--- config.mk ---
export PLATFORM = sky130hd
export DESIGN_NAME = polyplay_rom_loader
export DESIGN_NICKNAME = d
export VERILOG_FILES = /design/src/rtl/polyplay_loader_pkg.sv /design/src/rtl/polyplay_rom_loader_hold_timer.sv /design/src/rtl/polyplay_rom_loader.sv
export SDC_FILE = /design/constraint.sdc
export NUM_CORES = 1
export LEC_CHECK = 0
export BUFFER_PORTS_ARGS = -buffer_cell sky130_fd_sc_hd__buf_2
export CAP_MARGIN = 15
export CORE_MARGIN = 2
export CORE_UTILIZATION = 35
export CTS_CLUSTER_DIAMETER = 200
export CTS_CLUSTER_SIZE = 24
export DETAILED_ROUTE_END_ITERATION = 10
export HOLD_SLACK_MARGIN = 0.08
export PLACE_DENSITY = 0.6
export SLEW_MARGIN = 20
export SYNTH_ARGS = -nofsm -noshare
export SYNTH_HDL_FRONTEND = slang
export SYNTH_SLANG_ARGS = --single-unit
--- constraint.sdc ---
create_clock -name clk_sys -period 3.8 [get_ports clk_sys]
set_clock_uncertainty 0.1 [all_clocks]
set_input_delay 0.19 -clock clk_sys [delete_from_list [all_inputs] [get_ports clk_sys]]
set_output_delay 0.19 -clock clk_sys [all_outputs]
set_load 0.01 [all_outputs]
--- src/rtl/polyplay_loader_pkg.sv ---
// polyplay_loader_pkg: shared state encoding and constants for the PolyPlay ROM loader
package polyplay_loader_pkg;
   typedef enum logic [1:0] {BOOT, LOAD, SETTLE, RUN} ldr_state_t;
   localparam logic [7:0] IDX_ROM = 8'd0;
   localparam logic [7:0] IDX_TNO = 8'd1;
   localparam int BCNT_W = 17;
endpackage

--- src/rtl/polyplay_rom_loader_hold_timer.sv ---
// polyplay_hold_timer: loadable down-counter with zero flag, times the post-download settle delay
module polyplay_hold_timer #(
   parameter int W = 10
) (
   input  logic         clk_i,
   input  logic         rst_ni,
   input  logic         load_i,
   input  logic [W-1:0] val_i,
   output logic         zero_o
);
   logic [W-1:0] cnt_q, cnt_d;
   // load on request, otherwise count down and park at zero
   always_comb begin
      cnt_d = load_i ? val_i : (cnt_q != '0) ? cnt_q - W'(1) : cnt_q;
   end
   // counter register
   always_ff @(posedge clk_i or negedge rst_ni) begin
      if (!rst_ni) cnt_q <= '0;
      else         cnt_q <= cnt_d;
   end
   assign zero_o = (cnt_q == '0);
endmodule

--- src/rtl/polyplay_rom_loader.sv ---
// polyplay_rom_loader: ioctl download decoder, title latch and CPU hold for PolyPlay (optional checksum: POLYPLAY_ROM_CHECKSUM_EN)
module polyplay_rom_loader
   import polyplay_loader_pkg::*;
#(
   parameter int ROM_BYTES   = 32768,
   parameter int HOLD_CYCLES = 1024,
   parameter int ADDR_W      = 16
`ifdef POLYPLAY_ROM_CHECKSUM_EN
   , parameter logic [15:0] EXP_SUM = 16'h0000
`endif
) (
   input  logic              clk_sys,
   input  logic              reset_n,
   input  logic              ioctl_download,
   input  logic [7:0]        ioctl_index,
   input  logic              ioctl_wr,
   input  logic [24:0]       ioctl_addr,
   input  logic [7:0]        ioctl_dout,
   output logic [ADDR_W-1:0] dn_addr,
   output logic [7:0]        dn_data,
   output logic              dn_wr,
   output logic [7:0]        tno,
   output logic              cpu_hold,
   output logic              load_done,
   output logic              load_err
`ifdef POLYPLAY_ROM_CHECKSUM_EN
   , output logic [15:0]     rom_sum
`endif
);
   localparam int HOLD_W = (HOLD_CYCLES > 1) ? $clog2(HOLD_CYCLES) : 1;

   ldr_state_t        state_q, state_d;
   logic              dl_q;
   logic [BCNT_W-1:0] byte_cnt_q, byte_cnt_d;
   logic              ovf_q, ovf_d;
   logic [ADDR_W-1:0] dn_addr_q, dn_addr_d;
   logic [7:0]        dn_data_q, dn_data_d;
   logic              dn_wr_q, dn_wr_d;
   logic [7:0]        tno_q, tno_d;
   logic              load_done_q, load_done_d;
   logic              load_err_q, load_err_d;
   logic              rom_wr, in_range, accept, dl_rise, load_entry, load_exit, err, hold_zero;
`ifdef POLYPLAY_ROM_CHECKSUM_EN
   logic [15:0]       sum_q, sum_d;
`endif

   assign rom_wr     = (state_q == LOAD) && ioctl_wr && (ioctl_index == IDX_ROM);
   assign in_range   = ioctl_addr < 25'(ROM_BYTES);
   assign accept     = rom_wr && in_range;
   assign dl_rise    = ioctl_download && !dl_q && (ioctl_index == IDX_ROM);
   assign load_entry = (state_d == LOAD) && (state_q != LOAD);
   assign load_exit  = (state_q == LOAD) && !ioctl_download;

   // next-state logic: download start/end and settle expiry drive the sequencing
   always_comb begin
      state_d = state_q;
      case (state_q)
         BOOT:   if (ioctl_download && ioctl_index == IDX_ROM) state_d = LOAD;
         LOAD:   if (!ioctl_download) state_d = SETTLE;
         SETTLE: state_d = dl_rise ? LOAD : hold_zero ? RUN : SETTLE;
         RUN:    if (dl_rise) state_d = LOAD;
         default: state_d = BOOT;
      endcase
   end

   // datapath next values; the size check sees a write landing on the download fall
   always_comb begin
      byte_cnt_d = load_entry ? '0 : (accept && byte_cnt_q != '1) ? byte_cnt_q + BCNT_W'(1) : byte_cnt_q;
      ovf_d      = !load_entry && (ovf_q || (rom_wr && !in_range));
`ifdef POLYPLAY_ROM_CHECKSUM_EN
      sum_d      = load_entry ? 16'h0000 : accept ? sum_q + {8'h00, ioctl_dout} : sum_q;
      err        = ovf_d || (byte_cnt_d != BCNT_W'(ROM_BYTES)) || (sum_d != EXP_SUM);
`else
      err        = ovf_d || (byte_cnt_d != BCNT_W'(ROM_BYTES));
`endif
      load_err_d  = load_entry ? 1'b0 : load_exit ? err  : load_err_q;
      load_done_d = load_entry ? 1'b0 : load_exit ? !err : load_done_q;
      dn_wr_d     = accept;
      dn_addr_d   = accept ? ioctl_addr[ADDR_W-1:0] : dn_addr_q;
      dn_data_d   = accept ? ioctl_dout : dn_data_q;
      tno_d       = (ioctl_wr && ioctl_index == IDX_TNO && ioctl_addr == 25'd0) ? ioctl_dout : tno_q;
   end

   // state and datapath registers
   always_ff @(posedge clk_sys or negedge reset_n) begin
      if (!reset_n) begin
         state_q     <= BOOT;
         dl_q        <= 1'b0;
         byte_cnt_q  <= '0;
         ovf_q       <= 1'b0;
         dn_addr_q   <= '0;
         dn_data_q   <= '0;
         dn_wr_q     <= 1'b0;
         tno_q       <= '0;
         load_done_q <= 1'b0;
         load_err_q  <= 1'b0;
`ifdef POLYPLAY_ROM_CHECKSUM_EN
         sum_q       <= '0;
`endif
      end else begin
         state_q     <= state_d;
         dl_q        <= ioctl_download;
         byte_cnt_q  <= byte_cnt_d;
         ovf_q       <= ovf_d;
         dn_addr_q   <= dn_addr_d;
         dn_data_q   <= dn_data_d;
         dn_wr_q     <= dn_wr_d;
         tno_q       <= tno_d;
         load_done_q <= load_done_d;
         load_err_q  <= load_err_d;
`ifdef POLYPLAY_ROM_CHECKSUM_EN
         sum_q       <= sum_d;
`endif
      end
   end

   polyplay_hold_timer #(.W(HOLD_W)) u_hold (
      .clk_i  (clk_sys),
      .rst_ni (reset_n),
      .load_i (load_exit),
      .val_i  (HOLD_W'(HOLD_CYCLES - 1)),
      .zero_o (hold_zero)
   );

   assign dn_addr   = dn_addr_q;
   assign dn_data   = dn_data_q;
   assign dn_wr     = dn_wr_q;
   assign tno       = tno_q;
   assign cpu_hold  = (state_q != RUN);
   assign load_done = load_done_q;
   assign load_err  = load_err_q;
`ifdef POLYPLAY_ROM_CHECKSUM_EN
   assign rom_sum   = sum_q;
`endif
endmodule

==> out/summary.json <==
{
  "worst_slew_pin_slew_ns": 0.9180,
  "critical_path_buffers_and_inverters": 0,
  "die_area_um2": 9802,
  "maxSlewHeadroom_pct": 38.33,
  "fp-row-count": 34,
  "arrival_ns": 3.60,
  "drt-initial-drc-count": 140,
  "yosys-top-cells-area": "dfrtp_1 (52%), mux2_2 (12%), xnor2_1 (5.0%)",
  "flow.area_growth_from_synthesis_pct": 32.24,
  "number_of_distinct_library_cell_variants_in_the_gate_level_netlist_after_synthesis": 41,
  "setup.worst_path.class": "reg2reg",
  "grtUsageTotal_pct": 16.35,
  "post_drt_wl_per_cell_um": 14.95,
  "cts_tree": "done",
  "post-route-worst-setup-slack_ns": 0.3052,
  "floorplan.io_pins": 81,
  "cp_cell_sequence": "ha_1 -> nand4_1 -> nor4_1 -> ha_1 -> nor4_2 -> nand4_1 -> nor2_1 -> mux2_2 -> o21a_1 -> or4_1 -> a2bb2oi_1",
  "gpl.final_weighted_congestion": 0.8966,
  "synth.yosys.seq_area_share_pct": 52.28,
  "dp.final_hpwl_um": 5206,
  "synthDominantCellAreaShare_pct": 52.28,
  "numCtsBuffers": 9,
  "clk_latency_ns": 0.34,
  "async_flop_share_pct": 100.0,
  "routed_wl_um": 7654,
  "yosys.area.top_type": "dfrtp_1",
  "timing.critical_path.from_type": "flop",
  "hold_viol": 0,
  "finalSetupViolCount": 0,
  "globalRouteOverflowTotal": 0,
  "setup-tns-final_ns": 0,
  "drt.antenna.violating_nets": 0,
  "run_status": "finished clean",
  "synth_area_um2": 3159,
  "cts_post_setup_buffers_inserted": 0,
  "period_minus_slack_ns": 3.495,
  "min_period_over_period_pct": 91.97,
  "worst-path-max-fanout": 7,
  "regToRegStartpoint": "byte_cnt_q[0]",
  "number_of_enable_type_register_cells_in_the_synthesized_netlist": 0,
  "power.ir.vdd_worst_mv": 0.2659,
  "route.detailed.drc": 0,
  "layout-drive-gt1-share_pct": 34.41,
  "cts.sink_count": 66,
  "insertedDiodeCount": 0,
  "synth_nets": 334,
  "cp-startpoint": "byte_cnt_q[0]",
  "most_used_standard_cell_by_instance_count_after_synthesis": "dfrtp_1",
  "post-layout-total-power_mw": 1.677,
  "p_per_area_nw_per_um2": 401.5,
  "post_synth.cell_area_avg_um2": 11.05,
  "via_cell_ratio": 5.113,
  "initial_core_utilization_pct": 36.23,
  "grt_pass1_vias": 2646,
  "cp.required_ns": 3.90,
  "postLayoutCoreUtil_pct": 47.91,
  "vias": 2618,
  "clock-root-buffer": "clkbuf_8",
  "maxCapViolations": 0,
  "cts-root-to-sink-buffers": 2,
  "max_clock_freq_mhz": 286.1,
  "grt_antenna_before_repair": 0,
  "final_net_count": 447,
  "cts.reportedPaths.clkPinSlew_ns": 0.07,
  "hold_path_class": "in2reg",
  "ys_warn_count": 0,
  "core_region_area_um2": 8721,
  "die_y_um": 99.01,
  "h-tree-depth": 3,
  "yosys-top-cells-count": "dfrtp_1 (66), mux2_2 (34), nand2_1 (21), nor2_1 (21), xnor2_1 (18)",
  "critical-path-top-delay-family": "simple AND/OR/NAND/NOR gates",
  "rsz0062_at_grt": "no",
  "power_leakage_nw": 1.996,
  "synth_cells": 286,
  "grt_start_max_net_pins": 38,
  "hp-start": "ioctl_index[0]",
  "max_stage_delay_ns": 0.50,
  "yosys_register_bits": 66,
  "dp_slack_ns": 0.1879,
  "synth_flop_cell": "dfrtp_1",
  "port_buffers": 80,
  "endpoint_kind": "flop",
  "crit_slowest_cell": "or4_1",
  "final-max-slew-violation-count": 0,
  "drt_pass1_iterations": 4,
  "die_width_um": 99.01,
  "grt_pass1_wl_um": 12790
}
## metrics by stage
stage / cells / hold WS (ns) / instance area (um2)
floorplan: 286 / -0.2056 / 3159
global placement: 471 / 0.2472 / 3694
detailed placement: 471 / 0.2558 / 3694
CTS: 512 / 0.1125 / 4172
global route: 512 / 0.1428 / 4178
finish: 512 / 0.1412 / 4178
## kinds of logic after synthesis
| group | after synthesis | synth area share (%) |
|---|---|---|
| adder cells (fa/ha/maj) | 3 | 1.188 |
| flip-flops | 66 | 52.28 |
| AO/OA/AOI/OAI | 27 | 5.228 |
| multiplexers | 35 | 12.44 |
| XOR/XNOR | 20 | 5.545 |
| buffers and inverters | 15 | 1.941 |
| AND/OR/NAND/NOR | 120 | 21.39 |
## cell usage in the layout (no fill, tap or decap), types with 3 or more instances in the layout
cell type,count
ha_1,3
nand3_1,15
or3_1,10
clkbuf_8,10
mux2_2,34
nor2_1,21
nand4b_1,3
nor4_1,12
o21ai_0,10
a31oi_1,3
nand2_1,21
a21oi_1,5
nor3_1,8
buf_4,4
dlygate4sd3_1,25
xnor2_1,18
dfrtp_1,66
nand2b_1,3
inv_1,8
or4_1,6
nand4_1,6
buf_2,80
## final cells by class
type	count	area, um2
Clock buffer	10	137.6
Clock inverter	6	90.09
Fill cell	825	4543
Inverter	8	30.03
Multi-Input combinational cell	205	1453
Sequential cell	66	1652
Tap cell	108	135.1
Timing Repair Buffer	109	680.7
## metal layers
| layer | track usage (%) | wire length, um |
|---|---|---|
| met1 | 21.64 | 3479 |
| met2 | 25.73 | 3616 |
| met3 | 5.319 | 449 |
| met4 | 4.847 | 109 |
| met5 | 0 | 0 |
## where the power goes
group / leakage (nW) / switching (mW) / internal [mW]
clock network: 0.112 / 0.276 / 0.388
logic: 1.02 / 0.111 / 0.111
registers: 0.867 / 0.0373 / 0.754
total: 2.00 / 0.424 / 1.25
## state kept, by name, indices dropped and copies added, names as in the netlist
signal        flops
byte_cnt_q       17
dn_addr          16
u_hold.cnt_q     10
dn_data           8
tno               8
state_q           2
dl_q              1
dn_wr             1
load_done         1
load_err          1
ovf_q             1
## what timing repair did
action,in CTS,in global routing
setup endpoints to repair,0,2
hold buffers,25,0
endpoints found under the hold margin,69,0
gates resized for setup,0,1
## worst paths after layout
check	end	slack [ns]	cells after the start
max	load_err	0.31	11
min	state_q[0]	0.14	3
max reg2reg	load_err	0.31	11
min reg2reg	ovf_q	0.40	2
max in group asynchronous	state_q[1]	2.31	3
min in group asynchronous	load_err	0.39	2
## worst reg2reg max path: cells and delay by family, from the launching register on
family,cells,cell delay [ns]
flops,1,0.45
mux,1,0.37
compound gates,2,0.34
fa+ha+maj,2,0.48
simple gates,6,1.63
(Power assumes the default switching activity.)
